$ cat src/rtl/control_pkg.sv
// Shared constants for the left/right control path: source codes, arbiter
// state encoding and the default accelerometer direction codes.
package control_pkg;

  localparam logic [1:0] SRC_BTN   = 2'd0;
  localparam logic [1:0] SRC_MOUSE = 2'd1;
  localparam logic [1:0] SRC_ACCEL = 2'd2;

  typedef enum logic {
    ST_IDLE  = 1'b0,
    ST_OWNED = 1'b1
  } arbState_t;

  localparam logic [7:0] ACCEL_IZQ_DEF = 8'd41;
  localparam logic [7:0] ACCEL_DER_DEF = 8'd23;

endpackage

$ cat src/rtl/move_rate_gen.sv
// Turns a held left/right intent into registered, rate-limited move pulses:
// one pulse on a new direction, then one every MOVE_PERIOD cycles while held.
module move_rate_gen #(
  parameter int MOVE_PERIOD = 2_500_000
) (
  input  logic clk,
  input  logic rstN,
  input  logic clear,
  input  logic der,
  input  logic izq,
  output logic moveDer,
  output logic moveIzq
);

  localparam int CW = $clog2(MOVE_PERIOD);
  localparam logic [CW-1:0] RATE_LAST = CW'(MOVE_PERIOD - 1);

  logic [CW-1:0] rateCnt;
  logic          prevDer;
  logic          prevIzq;

  always_ff @(posedge clk) begin
    if (!rstN || clear) begin
      rateCnt <= '0;
      prevDer <= 1'b0;
      prevIzq <= 1'b0;
      moveDer <= 1'b0;
      moveIzq <= 1'b0;
    end else begin
      prevDer <= der;
      prevIzq <= izq;
      moveDer <= 1'b0;
      moveIzq <= 1'b0;
      if (!(der || izq)) begin
        rateCnt <= '0;
      end else if ((der != prevDer) || (izq != prevIzq)) begin
        // Rising edge or direction reversal: immediate pulse, restart pacing.
        rateCnt <= '0;
        moveDer <= der;
        moveIzq <= izq;
      end else if (rateCnt == RATE_LAST) begin
        rateCnt <= '0;
        moveDer <= der;
        moveIzq <= izq;
      end else begin
        rateCnt <= rateCnt + CW'(1);
      end
    end
  end

endmodule

$ cat src/rtl/control_source_arbiter.sv
// Decides which source (buttons, mouse, accelerometer) owns the left/right
// control and converts the owner's held direction into move pulses.
module control_source_arbiter
  import control_pkg::*;
#(
  parameter int         TIMEOUT_CYC = 50_000_000,
  parameter int         MOVE_PERIOD = 2_500_000,
  parameter logic [7:0] ACCEL_IZQ   = ACCEL_IZQ_DEF,
  parameter logic [7:0] ACCEL_DER   = ACCEL_DER_DEF
) (
  input  logic       iclk,
  input  logic       irst_n,
  input  logic       iauto_en,
  input  logic [1:0] imanual_sel,
  input  logic       ibtn_der,
  input  logic       ibtn_izq,
  input  logic [5:0] imouse,
  input  logic [7:0] iaccel,
  output logic [1:0] osel,
  output logic       ogrant_valid,
  output logic       omove_der,
  output logic       omove_izq
);

  localparam int IW = $clog2(TIMEOUT_CYC);
  localparam logic [IW-1:0] IDLE_LAST = IW'(TIMEOUT_CYC - 1);

  logic btnDer, btnIzq, mouseDer, mouseIzq, accelDer, accelIzq;
  logic btnAct, mouseAct, accelAct;
  logic ownerDer, ownerIzq, ownerActive;

  arbState_t     state, stateNext;
  logic [1:0]    selNext;
  logic          grantNext;
  logic [IW-1:0] idleCnt, idleCntNext;
  logic          moveClear;

  assign btnDer   = ibtn_der;
  assign btnIzq   = ibtn_izq & ~ibtn_der;
  assign mouseDer = imouse[5];
  assign mouseIzq = (imouse[0] | imouse[1] | imouse[2]) & ~imouse[5];
  assign accelIzq = (iaccel == ACCEL_IZQ);
  assign accelDer = (iaccel == ACCEL_DER);

  assign btnAct   = btnDer | btnIzq;
  assign mouseAct = mouseDer | mouseIzq;
  assign accelAct = accelDer | accelIzq;

  // Intent of whichever source the registered select currently names.
  always_comb begin
    ownerDer = accelDer;
    ownerIzq = accelIzq;
    case (osel)
      SRC_BTN:   begin ownerDer = btnDer;   ownerIzq = btnIzq;   end
      SRC_MOUSE: begin ownerDer = mouseDer; ownerIzq = mouseIzq; end
      default:   begin ownerDer = accelDer; ownerIzq = accelIzq; end
    endcase
  end

  assign ownerActive = ownerDer | ownerIzq;

  always_comb begin
    stateNext   = state;
    selNext     = osel;
    grantNext   = ogrant_valid;
    idleCntNext = idleCnt;
    if (!iauto_en) begin
      stateNext   = ST_IDLE;
      idleCntNext = '0;
      grantNext   = 1'b1;
      selNext     = (imanual_sel == 2'd3) ? SRC_ACCEL : imanual_sel;
    end else begin
      case (state)
        ST_IDLE: begin
          idleCntNext = '0;
          grantNext   = 1'b0;
          if (btnAct) begin
            stateNext = ST_OWNED; selNext = SRC_BTN;   grantNext = 1'b1;
          end else if (mouseAct) begin
            stateNext = ST_OWNED; selNext = SRC_MOUSE; grantNext = 1'b1;
          end else if (accelAct) begin
            stateNext = ST_OWNED; selNext = SRC_ACCEL; grantNext = 1'b1;
          end
        end
        ST_OWNED: begin
          if (ownerActive) begin
            idleCntNext = '0;
          end else if (idleCnt == IDLE_LAST) begin
            stateNext   = ST_IDLE;
            grantNext   = 1'b0;
            idleCntNext = '0;
          end else begin
            idleCntNext = idleCnt + IW'(1);
          end
        end
        default: stateNext = ST_IDLE;
      endcase
    end
  end

  // A fresh grant or a different owner restarts move pacing, so an owner
  // already holding a direction pulses right after its grant is visible.
  assign moveClear = grantNext & (~ogrant_valid | (selNext != osel));

  always_ff @(posedge iclk) begin
    if (!irst_n) begin
      state        <= ST_IDLE;
      osel         <= SRC_BTN;
      ogrant_valid <= 1'b0;
      idleCnt      <= '0;
    end else begin
      state        <= stateNext;
      osel         <= selNext;
      ogrant_valid <= grantNext;
      idleCnt      <= idleCntNext;
    end
  end

  move_rate_gen #(
    .MOVE_PERIOD(MOVE_PERIOD)
  ) uMoveRateGen (
    .clk     (iclk),
    .rstN    (irst_n),
    .clear   (moveClear),
    .der     (ogrant_valid & ownerDer),
    .izq     (ogrant_valid & ownerIzq),
    .moveDer (omove_der),
    .moveIzq (omove_izq)
  );

endmodule

$ cat config.mk
export PLATFORM = sky130hd
export DESIGN_NAME = control_source_arbiter
export DESIGN_NICKNAME = d
export VERILOG_FILES = /design/src/rtl/control_pkg.sv /design/src/rtl/move_rate_gen.sv /design/src/rtl/control_source_arbiter.sv
export SDC_FILE = /design/constraint.sdc
export NUM_CORES = 1
export LEC_CHECK = 0
export CORE_UTILIZATION = 61
export DETAILED_ROUTE_END_ITERATION = 6
export DONT_BUFFER_PORTS = 1
export HOLD_SLACK_MARGIN = 0.02
export PLACE_DENSITY = 0.86
export SKIP_CTS_REPAIR_TIMING = 1
export SYNTH_ARGS = -nofsm -noshare
export SYNTH_HDL_FRONTEND = slang
export SYNTH_SLANG_ARGS = --single-unit
$ cat constraint.sdc
create_clock -name iclk -period 3.98 [get_ports iclk]
set_input_delay 0.796 -clock iclk [delete_from_list [all_inputs] [get_ports iclk]]
set_output_delay 0.796 -clock iclk [all_outputs]
set_load 0.02 [all_outputs]
==> results.md, run 1 <==
* Net count after synthesis at approximately 360
* Placeable core region at roughly 0.0048 sq mm
* Category of the critical setup timing path: flop to flop
* Final setup vio count at 0
* Depth of the worst register-to-register path at 6
* Sequential area share after synthesis at 0.3696
* Count of mapped cells out of synthesis at between 300 and 400
* Endpoint arrival time on the critical path at between 3000 and 4000 ps
* Cell Rows at 25
* Number of H-tree levels at 2
* Total of max-cap violations at 0
* Pin count of the biggest net entering global routing at 27
* Total power consumption of the routed design at between 900 and 1000 uW
* Max VDD drop at about 0.23 mV
* Syn avg cell area at around 9 sq um
* Worst-skew pair later-pin latency at 310 ps
* Overall overflow remaining after global route at 0
* Number of nets in the final layout at roughly 360
* GRT Util Overall at 0.2336
* Critical hold path startpoint: idleCnt[0]$_SDFF_PP0_
* Starting Density at 0.6379
* Cell with the largest stage delay on the worst path: dfxtp_1
* Number of vias per cell after detailed routing at 5.908
* Remaining routing DRC violations at 0
* Die outline width at ~73 um
* Synthesis-stage register bit count at 56
* Count of buffers inserted at the top-level ports at 0
* Total count of hold-check failures in the final report at 0
* Number of global-route vias before repair at about 2200
* Fraction of final layout cells sized beyond drive strength 1 at 0.1261
* Chip Height at 72.51 um
* Buffers plus inverters on the worst setup path at 0
* Critical Path Sink Type: flop
* Unrepaired setup endpoints after global routing: no
* P&R area growth vs syn at 2.723%
* Clock buffer depth at 2
* Die area at about 0.0053 sq mm
* ANT nets after route at 0
* Post-synthesis cell type with the largest combined area: dfxtp_1
* Routed len/inst at between 10 and 15 um
* First-pass GRT wire length at slightly below 10000 um
* Stage delay of the slowest cell on the critical path at between 700 and 800 ps
* Top post-synthesis cells by area: dfxtp_1 (37%), a211oi_2 (8.3%), xnor2_1 (7.5%)
* Fraction of the cycle the final worst path needs at 0.7757
* Top Family by Delay on Critical Path: simple AND/OR/NAND/NOR gates
* Reg2Reg Setup Slack at 890 ps
* Time the worst path needs with I/O delays and setup at 3087 ps
* Remaining max-slew budget at the tightest pin at 0.4987
* Seq. cell area at about 0.0011 sq mm
* CTS Buf Count at 5
* Netlist Area Pre-Place at 0.003033 sq mm
* Top fanout value on the critical path at 21
* Launching element type of the critical path: flop
* Final critical-path setup slack at 892.8 ps
* Reg2Reg Capture Point: uMoveRateGen.rateCnt[16]$_SDFF_PP0_
* Class of the most critical hold timing path: flop to flop
* Pwr/cell area at slightly above 300 mW/mm^2
* Worst Hold Depth at 1
* Static power due to leakage at between 0.0008 and 0.0009 uW
* Clock sink total at 56
* Violation count after the first detailed-routing iteration at between 150 and 200
* Worst Tran Pin Value at between 700 and 800 ps
* CP Cell Sequence: or4bb_1 > nor4_1 > nor2_1 > a221oi_2 > nand3_2 > a211oi_1
* WL final at 5686 um
* Fraction of post-synthesis cell area in the top cell type by area at 0.3696
* Clock slew seen by the registers of the worst setup and hold paths at around 100 ps
* Count of boundary I/O pins at 26
* Number of iterations in the first detailed-routing pass at 4
* Root buffer cell: clkbuf_8
* Count of flip-flops with a built-in enable after synthesis at 0
* Final Max Tran Viols at 0
* Via count at between 2000 and 2500
* Final HPWL from detailed placement at between 3000 and 4000 um
* Clock tree from TritonCTS: built
* CP Data Required Time at approximately 4200 ps
* Number of warning messages in the yosys log at 0
* Reg-to-Reg Start: osel[1]$_SDFF_PN0_
* Accumulated negative setup slack at 0 ps
* N_diodes at 0
* Filler cells at about 380
* Minimum setup slack after placement at about 850 ps
* Post-synth top flop: dfxtp_1
* Hold Path End: idleCnt[0]$_SDFF_PP0_
* Initial antenna violation count at 0
* Number of distinct standard cells referenced by the synthesized netlist at 52
* GP Congestion at 0.8005
* Fmax at ~0.32 GHz
* Clock Skew at 6.693 ps
* Run status: finished, final reports clean
* Multi-input gate area in the final layout at about 0.0018 sq mm
* Share of async-settable or async-resettable flops after synthesis at 0
-- worst reg2reg max path: stages (launching register included) --
cell      delay, ps
dfxtp_1         720
or4bb_1         560
nor4_1          260
nor2_1          100
a221oi_2        380
nand3_2         580
a211oi_1        400
-- sequential cells by signal, summed over array words and instances (netlist names) --
register	count
osel	2
uMoveRateGen.prevDer	1
uMoveRateGen.moveIzq	1
ogrant_valid	1
uMoveRateGen.moveDer	1
idleCnt	26
state	1
uMoveRateGen.prevIzq	1
uMoveRateGen.rateCnt	22
-- synthesized netlist by cell type (6+ instances only) --
| cell | count |
|---|---|
| nand2_1 | 19 |
| a21oi_1 | 7 |
| nor4_1 | 7 |
| nand3_1 | 24 |
| nor3_1 | 12 |
| nand4_1 | 12 |
| xor2_1 | 20 |
| xnor2_1 | 26 |
| dfxtp_1 | 56 |
| o21ai_0 | 6 |
| a211oi_2 | 20 |
| nor2_1 | 48 |
| and3_1 | 7 |
| inv_1 | 9 |
-- per-stage QoR --
step	hold slack (ps)	util	std cells	area, sq um
floorplan	417.5	-	336	3033
global placement	428.7	0.6355	392	3022
detailed placement	435.7	0.6355	392	3022
CTS	455.4	0.6553	400	3115
global route	495.8	0.6553	400	3115
finish	450.3	0.6553	400	3115
-- cell families after synthesis --
| kind of cell | Yosys count | share of synthesized area |
|---|---|---|
| compound gates | 50 | 0.1551 |
| buf+inv | 23 | 0.04991 |
| xor+xnor | 46 | 0.1328 |
| mux | 2 | 0.007013 |
| simple gates | 157 | 0.2772 |
| fa+ha+maj | 2 | 0.008250 |
| flops | 56 | 0.3696 |
-- power breakdown --
| part | leakage [uW] | internal [uW] | switching (uW) |
|---|---|---|---|
| logic | 0.000395 | 21.4 | 38.2 |
| registers | 0.000452 | 563 | 10.6 |
| clock network | 0.0000445 | 142 | 178 |
-- metal layers --
metal	wire, um	part of all wire	track usage
met3	200	0.035	0.04583
met2	2799	0.49	0.4112
met5	0	0	0
met1	2595	0.46	0.2723
met4	91	0.016	0.1089
-- worst max path at each step --
stage,from,end,slack (ps),cells past startpoint
6_report,osel[1]$_SDFF_PN0_,uMoveRateGen.rateCnt[16]$_SDFF_PP0_,890,6
5_1_grt,osel[1]$_SDFF_PN0_,uMoveRateGen.rateCnt[16]$_SDFF_PP0_,600,6
4_1_cts,osel[1]$_SDFF_PN0_,uMoveRateGen.rateCnt[16]$_SDFF_PP0_,890,6
3_5_place_dp,iaccel[7],uMoveRateGen.rateCnt[2]$_SDFF_PP0_,850,6
3_3_place_gp,iaccel[7],uMoveRateGen.rateCnt[16]$_SDFF_PP0_,890,6
2_1_floorplan,imouse[5],uMoveRateGen.rateCnt[10]$_SDFF_PP0_,1460,7
-- layout by cell type, fill, tap and decap left out, types with 9 or more instances in the layout --
cell type / netlist / routed
nor2_1: 48 / 48
a211oi_2: 20 / 20
dfxtp_1: 56 / 56
nor3_1: 12 / 12
nand4_1: 12 / 12
inv_1: 9 / 9
nand2_1: 19 / 19
xnor2_1: 26 / 26
xor2_1: 20 / 20
nand3_1: 24 / 24
-- layout make-up --
type                    count  area share
clock buffers               7     0.02771
clock inverters             1    0.002410
repair buffers              3    0.007229
well taps                  67     0.02691
inverters                   9     0.01084
multi-input cells         257      0.5651
flip-flops and latches     56      0.3598
No activity file was read; power rests on OpenSTA's default activity.
==> run 2, diff against run 1 <==
--- a/config.mk
+++ b/config.mk
@@ -5,11 +5,11 @@
 export SDC_FILE = /design/constraint.sdc
 export NUM_CORES = 1
 export LEC_CHECK = 0
-export CORE_UTILIZATION = 61
+export CORE_UTILIZATION = 57
 export DETAILED_ROUTE_END_ITERATION = 6
 export DONT_BUFFER_PORTS = 1
 export HOLD_SLACK_MARGIN = 0.02
-export PLACE_DENSITY = 0.86
+export PLACE_DENSITY = 0.84
 export SKIP_CTS_REPAIR_TIMING = 1
 export SYNTH_ARGS = -nofsm -noshare
 export SYNTH_HDL_FRONTEND = slang
==> constraint.sdc (replaced) <==
create_clock -name iclk -period 2.75 [get_ports iclk]
set_input_delay 0.55 -clock iclk [delete_from_list [all_inputs] [get_ports iclk]]
set_output_delay 0.55 -clock iclk [all_outputs]
set_load 0.02 [all_outputs]
==> run 2 against run 1 <==
- maximum frequency up 35%
- non-clock buffer count grew 4
- final cell count up 1.5%
- critical path depth up 2
- global-route usage fell by 1.7 points
- clock power up 34%
- hold slack lost 100 ps
- sequential share of layout area down 0.39 points
==> results.md, run 2 (synthesis gave the netlist of run 1 again) <==
* Launching element type of the critical path: flop (unchanged)
* Total of max-cap violations at 0 (unchanged)
* Accumulated negative setup slack at 0 ps (unchanged)
* Clock Skew at 11.24 ps (was 6.693 ps)
* Die area at 0.005617 sq mm (was 0.005258 sq mm)
* Routed len/inst at 13.55 um (was 14.22 um)
* Top Family by Delay on Critical Path: simple AND/OR/NAND/NOR gates (unchanged)
* First-pass GRT wire length at 9425 um (was 9666 um)
* Finished Cell Area at 0.003149 sq mm (was 0.003115 sq mm)
* Final HPWL from detailed placement at 3976 um (was 3923 um)
* Time the worst path needs with I/O delays and setup at 2280 ps (was 3087 ps)
* Switching Power at 326.6 uW (was 227.0 uW)
* Capture point of the worst path: uMoveRateGen.rateCnt[16]$_SDFF_PP0_ (unchanged)
* Root buffer cell: clkbuf_8 (unchanged)
* Category of the critical setup timing path: flop to flop (unchanged)
* CP Data Required Time at 2980 ps (was 4200 ps)
* Remaining max-slew budget at the tightest pin at 0.5306 (was 0.4987)
* Starting Density at 0.5938 (was 0.6379)
* Static power due to leakage at 0.0009131 uW (was 0.0008914 uW)
* Source of the critical timing path: idleCnt[0]$_SDFF_PP0_ (was osel[1]$_SDFF_PN0_)
* Filler cells at 422 (was 376)
* Internal power at 1027 uW (was 726.5 uW)
* Chip Height at 74.95 um (was 72.51 um)
* Count of buffers inserted at the top-level ports at 0 (unchanged)
* Area post-placement at 0.003068 sq mm (was 0.003022 sq mm)
* Fmax at 0.4386 GHz (was 0.3239 GHz)
* Most common cell after layout, fill and taps aside: dfxtp_1 (unchanged)
* Clock buffer depth at 2 (unchanged)
* Number of iterations in the first detailed-routing pass at 4 (unchanged)
* Class of the most critical hold timing path: input port to flop (was flop to flop)
* Via count at 2317 (was 2363)
* Number of global-route vias before repair at 2270 (was 2217)
* Placeable core region at 0.005107 sq mm (was 0.004755 sq mm)
* CTS Buf Count at 5 (unchanged)
* ANT nets after route at 0 (unchanged)
* Buffers plus inverters on the worst setup path at 1 (was 0)
* Stage delay of the slowest cell on the critical path at 360 ps (was 720 ps)
* Endpoint arrival time on the critical path at 2510 ps (was 3300 ps)
* WL final at 5500 um (was 5686 um)
* Total count of hold-check failures in the final report at 0 (unchanged)
* Reg2Reg Capture Point: uMoveRateGen.rateCnt[16]$_SDFF_PP0_ (unchanged)
* Share of power burned in the clock network at 0.316 (was 0.336)
* Final worst hold slack at 345.5 ps (was 450.3 ps)
* Reg-to-Reg Start: idleCnt[0]$_SDFF_PP0_ (was osel[1]$_SDFF_PN0_)
* N_diodes at 0 (unchanged)
* Violation count after the first detailed-routing iteration at 109 (was 181)
* GRT Util Overall at 0.2162 (was 0.2336)
* Run status: finished, final reports clean (unchanged)
* Commonest non-fill, non-tap cells in the layout: dfxtp_1 (56), nor2_1 (48), xnor2_1 (26), nand3_1 (24) (unchanged)
* Pwr/cell area at 429.7 mW/mm^2 (was 306.1 mW/mm^2)
* GP Congestion at 0.8143 (was 0.8005)
* Pin count of the biggest net entering global routing at 27 (unchanged)
* Fraction of the cycle the final worst path needs at 0.8290 (was 0.7757)
* Overall overflow remaining after global route at 0 (unchanged)
* Max FFs per register at 26 (unchanged)
* Remaining routing DRC violations at 0 (unchanged)
* Final Max Tran Viols at 0 (unchanged)
* Cell Rows at 26 (was 25)
* Top fanout value on the critical path at 26 (was 21)
* Critical Path Sink Type: flop (unchanged)
* Depth of the worst register-to-register path at 8 (was 6)
* Fraction of final layout cells sized beyond drive strength 1 at 0.1369 (was 0.1261)
* Clock sink total at 56 (unchanged)
* Count of boundary I/O pins at 26 (unchanged)
* Clock tree from TritonCTS: built (unchanged)
* Critical Path Stages at 8 (was 6)
* Max VDD drop at 0.2839 mV (was 0.2282 mV)
* Die outline width at 74.95 um (was 72.51 um)
* Number of nets in the final layout at 359 (was 355)
* Number of vias per cell after detailed routing at 5.707 (was 5.908)
* Register with the most flip-flops: idleCnt (unchanged)
* Initial antenna violation count at 0 (unchanged)
* Number of H-tree levels at 2 (unchanged)
* Clock slew seen by the registers of the worst setup and hold paths at 100 ps (about the same)
* Worst Tran Pin Value at 697.7 ps (was 745.1 ps)
* Cell with the largest stage delay on the worst path: dfxtp_1 (unchanged)
* Regs by FF count: idleCnt: 26 flops, uMoveRateGen.rateCnt: 22 flops, osel: 2 flops (unchanged)
* Reg2Reg Setup Slack at 470 ps (was 890 ps)
* Portion of total power attributed to combinational logic at 0.074 (was 0.062)
* P&R area growth vs syn at 3.837% (was 2.723%)
* Worst-skew pair later-pin latency at 300 ps (was 310 ps)
* CP Cell Sequence: ha_1 > nand2_1 > or2_4 > nor4_4 > nand4_2 > a31o_1 > buf_4 > a211oi_1 (was or4bb_1 > nor4_1 > nor2_1 > a221oi_2 > nand3_2 > a211oi_1)
* Unrepaired setup endpoints after global routing: no (unchanged)
* Net switching share of the total power at 0.2413 (was 0.2381)
* Flop pwr share at 0.610 (was 0.602)
* Final setup vio count at 0 (unchanged)
[run 2: cell count changes in the layout (fill, tap and decap cells not counted), sizes merged]
cell,change
buf,+4
clkinv,+1
clkbuf,-2
[run 2: power by group through the flow]
stage                     Combinational [uW]  Clock (uW)  Sequential [uW]
after floorplan                         91.0           0              841
after global placement                  97.3           0              844
after detailed placement                99.4           0              844
after CTS                               99.9         440              825
after global routing                     109         473              827
final                                   99.7         428              825
[run 2: how the worst min path moves through the flow]
| stage | start | endpoint | slack [ps] | depth (start not counted) |
|---|---|---|---|---|
| 5_1_grt | iauto_en | osel[0]$_SDFF_PN0_ | 340 | 1 |
| 3_5_place_dp | idleCnt[0]$_SDFF_PP0_ | idleCnt[0]$_SDFF_PP0_ | 440 | 1 |
| 6_report | iauto_en | ogrant_valid$_SDFF_PN0_ | 350 | 1 |
| 3_3_place_gp | idleCnt[0]$_SDFF_PP0_ | idleCnt[0]$_SDFF_PP0_ | 430 | 1 |
| 4_1_cts | iauto_en | osel[0]$_SDFF_PN0_ | 340 | 1 |
| 2_1_floorplan | idleCnt[0]$_SDFF_PP0_ | idleCnt[0]$_SDFF_PP0_ | 420 | 1 |
[run 2: through the flow]
step | power [uW] | utilization | instances | setup WS [ps]
after floorplan | 931.8 | - | 336 | 474.1
after global placement | 941.2 | 0.6007 | 399 | 337.5
after detailed placement | 943.6 | 0.6007 | 399 | 253.0
after CTS | 1365 | 0.6166 | 406 | 439.6
after global routing | 1409 | 0.6166 | 406 | 315.1
final | 1353 | 0.6166 | 406 | 470.2
[run 2: final cells by class]
cell class,instances,area (sq um),area share
Multi-Input combinational cell,257,1760,0.5590
Sequential cell,56,1121,0.3560
Tap cell,70,87.58,0.02781
Clock buffer,5,68.82,0.02185
Timing Repair Buffer,7,65.06,0.02066
Inverter,9,33.78,0.01073
Clock inverter,2,12.51,0.003973
[run 2: routing by layer]
layer  vias up  GRT usage  wire length (um)
li1       1182          -                 -
met1      1086     0.2421              2513
met2        40     0.4054              2727
met3         9    0.04016               170
met4         0    0.07966                89
met5         -          0                 0
==> run 3, diff against run 2 <==
--- a/config.mk
+++ b/config.mk
@@ -5,11 +5,12 @@
 export SDC_FILE = /design/constraint.sdc
 export NUM_CORES = 1
 export LEC_CHECK = 0
-export CORE_UTILIZATION = 57
+export ABC_AREA = 1
+export CORE_UTILIZATION = 61
 export DETAILED_ROUTE_END_ITERATION = 6
 export DONT_BUFFER_PORTS = 1
 export HOLD_SLACK_MARGIN = 0.02
-export PLACE_DENSITY = 0.84
+export PLACE_DENSITY = 0.86
 export SKIP_CTS_REPAIR_TIMING = 1
 export SYNTH_ARGS = -nofsm -noshare
 export SYNTH_HDL_FRONTEND = slang
==> constraint.sdc (replaced) <==
create_clock -name iclk -period 2.2 [get_ports iclk]
set_input_delay 0.44 -clock iclk [delete_from_list [all_inputs] [get_ports iclk]]
set_output_delay 0.44 -clock iclk [all_outputs]
set_load 0.02 [all_outputs]
==> run 3 against run 2 <==
- total power increased by 24%
- routed wire length shrank 5.5%
- utilization rose by 7.7 points
- register-to-register slack got worse by 270 ps
- setup slack worse by 270 ps
- non-clock buffer count shrank 3
- clock power rose by 33%
- clock skew decreased by 6.5 ps
- synthesized area shrank 2.5%
- sequential power grew 25%
- clock-buffer cell count increased by 1
- combinational power is 17% lower
- critical endpoint is now uMoveRateGen.rateCnt[20]$_SDFF_PP0_
==> results.md, run 3 <==
* Run status: finished, final reports clean (unchanged)
* Number of standard cells in the layout, taps in and fillers out at 470 (was 406)
* Class of the most critical hold timing path: input port to flop (unchanged)
* WL final at 5197 um (was 5500 um)
* Total placed cells including tap cells at 462 (was 399)
* Cell with the most instances after synthesis: nor2_1 (was dfxtp_1)
* Accumulated negative setup slack at 0 ps (unchanged)
* Minimum setup slack after placement at 213.9 ps (was 253.0 ps)
* Net count after synthesis at 433 (was 359)
* Most numerous cell types in the synthesized netlist: nor2_1 (76), nand2_1 (66), inv_1 (63), dfxtp_1 (56), nand3_1 (24) (was dfxtp_1 (56), nor2_1 (48), xnor2_1 (26), nand3_1 (24))
* Total of max-cap violations at 0 (unchanged)
* Unrepaired setup endpoints after global routing: no (unchanged)
* Launching element type of the critical path: flop (unchanged)
* Time the worst path needs with I/O delays and setup at 1997 ps (was 2280 ps)
* Stage delay of the slowest cell on the critical path at 360 ps (about the same)
* Pin count of the biggest net entering global routing at 27 (unchanged)
* Buffers plus inverters on the worst setup path at 1 (unchanged)
* Most common cell after layout, fill and taps aside: nor2_1 (was dfxtp_1)
* Critical Path Sink Type: flop (unchanged)
* Category of the critical setup timing path: flop to flop (unchanged)
* GP Congestion at 0.8499 (was 0.8143)
* Reg-to-Reg Start: uMoveRateGen.rateCnt[0]$_SDFF_PP0_ (was idleCnt[0]$_SDFF_PP0_)
* Top fanout value on the critical path at 5 (was 26)
* Number of iterations in the first detailed-routing pass at 4 (unchanged)
* CTS Buf Count at 5 (unchanged)
* Synthesis-stage register bit count at 56 (unchanged)
* Internal power at 1302 uW (was 1027 uW)
* Regs by FF count: idleCnt: 26 flops, uMoveRateGen.rateCnt: 22 flops, osel: 2 flops (unchanged)
* Top Family by Delay on Critical Path: simple AND/OR/NAND/NOR gates (unchanged)
* Count of flip-flops with a built-in enable after synthesis at 0 (unchanged)
* Number of nets in the final layout at 440 (was 359)
* Count of mapped cells out of synthesis at 410 (was 336)
* Pwr/cell area at 537.1 mW/mm^2 (was 429.7 mW/mm^2)
* Number of distinct standard cells referenced by the synthesized netlist at 34 (was 52)
* Number of warning messages in the yosys log at 0 (unchanged)
* Clock sink total at 56 (unchanged)
* CP Cell Sequence: ha_1 > nand3_1 > inv_1 > nand2_1 > nor2_1 > nand2_1 > nor2_4 > nand4_1 > nor4_2 > xor2_1 > nor2_1 (was ha_1 > nand2_1 > or2_4 > nor4_4 > nand4_2 > a31o_1 > buf_4 > a211oi_1)
* P&R area growth vs syn at 5.668% (was 3.837%)
* Root buffer cell: clkbuf_8 (unchanged)
* Die area at 0.005132 sq mm (was 0.005617 sq mm)
* Number of H-tree levels at 2 (unchanged)
* Count of buffers inserted at the top-level ports at 0 (unchanged)
* Critical Path Stages at 11 (was 8)
* First-pass GRT wire length at 9294 um (was 9425 um)
* Final Max Tran Viols at 0 (unchanged)
* Final setup vio count at 0 (unchanged)
* Clock tree from TritonCTS: built (unchanged)
* Chip Height at 71.64 um (was 74.95 um)
* Reg2Reg Setup Slack at 200 ps (was 470 ps)
* Post-synthesis cell type with the largest combined area: dfxtp_1 (unchanged)
* Share of async-settable or async-resettable flops after synthesis at 0 (unchanged)
* Worst-skew pair later-pin latency at 300 ps (about the same)
* Multi-input gate area in the final layout at 0.001563 sq mm (was 0.001760 sq mm)
* Overall overflow remaining after global route at 0 (unchanged)
* Remaining max-slew budget at the tightest pin at 0.7042 (was 0.5306)
* Initial antenna violation count at 0 (unchanged)
* Clock buffer depth at 2 (unchanged)
* Cell with the largest stage delay on the worst path: dfxtp_1 (unchanged)
* Register with the most flip-flops: idleCnt (unchanged)
* Placeable core region at 0.004504 sq mm (was 0.005107 sq mm)
* Via count at 2461 (was 2317)
* Filler cells at 385 (was 422)
* Remaining routing DRC violations at 0 (unchanged)
* Routed len/inst at 11.06 um (was 13.55 um)
* Share of power burned in the clock network at 0.338 (was 0.316)
* Net switching share of the total power at 0.2246 (was 0.2413)
* Capture point of the worst path: uMoveRateGen.rateCnt[20]$_SDFF_PP0_ (was uMoveRateGen.rateCnt[16]$_SDFF_PP0_)
* Commonest non-fill, non-tap cells in the layout: nor2_1 (76), nand2_1 (66), inv_1 (63), dfxtp_1 (56), nand3_1 (24) (was dfxtp_1 (56), nor2_1 (48), xnor2_1 (26), nand3_1 (24))
* Netlist Area Pre-Place at 0.002958 sq mm (was 0.003033 sq mm)
* Total count of hold-check failures in the final report at 0 (unchanged)
* Clock slew seen by the registers of the worst setup and hold paths at 90 ps (was 100 ps)
* Syn avg cell area at 7.214 sq um (was 9.027 sq um)
* Fraction of final layout cells sized beyond drive strength 1 at 0.1029 (was 0.1369)
* Portion of total power attributed to combinational logic at 0.050 (was 0.074)
* Final core occ at 0.6939 (was 0.6166)
* Sequential area share after synthesis at 0.3790 (was 0.3696)
* Fraction of post-synthesis cell area in the top cell type by area at 0.3790 (was 0.3696)
* Max FFs per register at 26 (unchanged)
* Seq. cell area at 0.001121 sq mm (unchanged)
* Static power due to leakage at 0.001158 uW (was 0.0009131 uW)
* Die outline width at 71.64 um (was 74.95 um)
* GRT Util Overall at 0.2216 (was 0.2162)
* N_diodes at 0 (unchanged)
* Cell Rows at 24 (was 26)
* Final critical-path setup slack at 202.9 ps (was 470.2 ps)
* CP Data Required Time at 2390 ps (was 2980 ps)
* Post-synth top flop: dfxtp_1 (unchanged)
* Number of global-route vias before repair at 2316 (was 2270)
* Top post-synthesis cells by area: dfxtp_1 (38%), nor2_1 (9.6%), nand2_1 (8.4%) (was dfxtp_1 (37%), a211oi_2 (8.3%), xnor2_1 (7.5%))
* Number of vias per cell after detailed routing at 5.236 (was 5.707)
* Source of the critical timing path: uMoveRateGen.rateCnt[0]$_SDFF_PP0_ (was idleCnt[0]$_SDFF_PP0_)
* Final HPWL from detailed placement at 3976 um (about the same)
* Clock Skew at 4.770 ps (was 11.24 ps)
* Depth of the worst register-to-register path at 11 (was 8)
* Switching Power at 377.1 uW (was 326.6 uW)
* Final worst hold slack at 278.4 ps (was 345.5 ps)
* Starting Density at 0.6567 (was 0.5938)
* Flop pwr share at 0.612 (was 0.610)
* Fraction of the cycle the final worst path needs at 0.9078 (was 0.8290)
* Endpoint arrival time on the critical path at 2190 ps (was 2510 ps)
* Reg2Reg Capture Point: uMoveRateGen.rateCnt[20]$_SDFF_PP0_ (was uMoveRateGen.rateCnt[16]$_SDFF_PP0_)
* Max VDD drop at 0.4592 mV (was 0.2839 mV)
* Count of boundary I/O pins at 26 (unchanged)
* Violation count after the first detailed-routing iteration at 156 (was 109)
* Fmax at 0.5007 GHz (was 0.4386 GHz)
* Worst Tran Pin Value at 437.5 ps (was 697.7 ps)
* ANT nets after route at 0 (unchanged)
## run 3: cell types whose count changed in the layout (fill, tap and decap cells not counted), sizes merged, moves of 4 or more
cell / before / now
a211oi: 21 / 0
nor3: 12 / 21
inv: 9 / 63
nand3: 25 / 30
nor2b: 5 / 0
nor2: 48 / 84
nor4: 8 / 4
a21oi: 7 / 11
nand2: 19 / 71
xnor2: 26 / 8
and3: 7 / 1
## run 3: worst min path at each step
stage	start	endpoint	slack (ps)	depth (start not counted)
3_5_place_dp	idleCnt[22]$_SDFF_PP0_	idleCnt[22]$_SDFF_PP0_	430	2
2_1_floorplan	uMoveRateGen.rateCnt[0]$_SDFF_PP0_	uMoveRateGen.rateCnt[0]$_SDFF_PP0_	420	1
3_3_place_gp	idleCnt[22]$_SDFF_PP0_	idleCnt[22]$_SDFF_PP0_	430	2
4_1_cts	iauto_en	state$_SDFF_PN0_	270	2
5_1_grt	iauto_en	state$_SDFF_PN0_	260	2
6_report	iauto_en	state$_SDFF_PN0_	280	2
## run 3: kinds of logic (layout without fill, tap and decap cells)
logic type | after synthesis | after routing | synth area share
fa+ha+maj | 2 | 2 | 0.008459
compound gates | 24 | 24 | 0.04738
flops | 56 | 56 | 0.3790
simple gates | 233 | 233 | 0.3926
xor+xnor | 27 | 27 | 0.07995
buf+inv | 68 | 76 | 0.09264
## run 3: power by group through the flow
stage	registers, uW	logic (uW)	clock network, uW
4_1_cts	1030	82.9	588
3_5_place_dp	1050	82.7	0
3_3_place_gp	1050	79.3	0
5_1_grt	1030	96.9	624
2_1_floorplan	1050	63.2	0
6_report	1030	83.1	568
## run 3: final cells by class
| type | count | area share |
|---|---|---|
| multi-input combinational | 286 | 0.5000 |
| clock inverter | 2 | 0.003203 |
| timing repair buffer | 4 | 0.01361 |
| clock buffer | 6 | 0.02642 |
| sequential | 56 | 0.3587 |
| tap | 52 | 0.02082 |
| inverter | 64 | 0.07726 |
## run 3: metal layers
metal,part of all wire,vias to the layer above,global-route usage
met3,0.036,4,0.04501
li1,-,1306,-
met1,0.48,1107,0.2703
met2,0.48,44,0.4057
met5,0,-,0
met4,0.0050,0,0.04139
## run 3: worst register-to-register path, delay by kind of cell, from the launching register on
kind                     cells  cell delay [ps]
AND/OR/NAND/NOR              8             1080
buffers and inverters        1               90
adder cells (fa/ha/maj)      1              190
XOR/XNOR                     1              170
flip-flops                   1              360
## run 3: stage by stage
| stage | instance area, sq um | total power (uW) |
|---|---|---|
| 2_1_floorplan | 2958 | 1117 |
| 3_3_place_gp | 3033 | 1131 |
| 3_5_place_dp | 3033 | 1134 |
| 4_1_cts | 3126 | 1699 |
| 5_1_grt | 3126 | 1750 |
| 6_report | 3126 | 1679 |
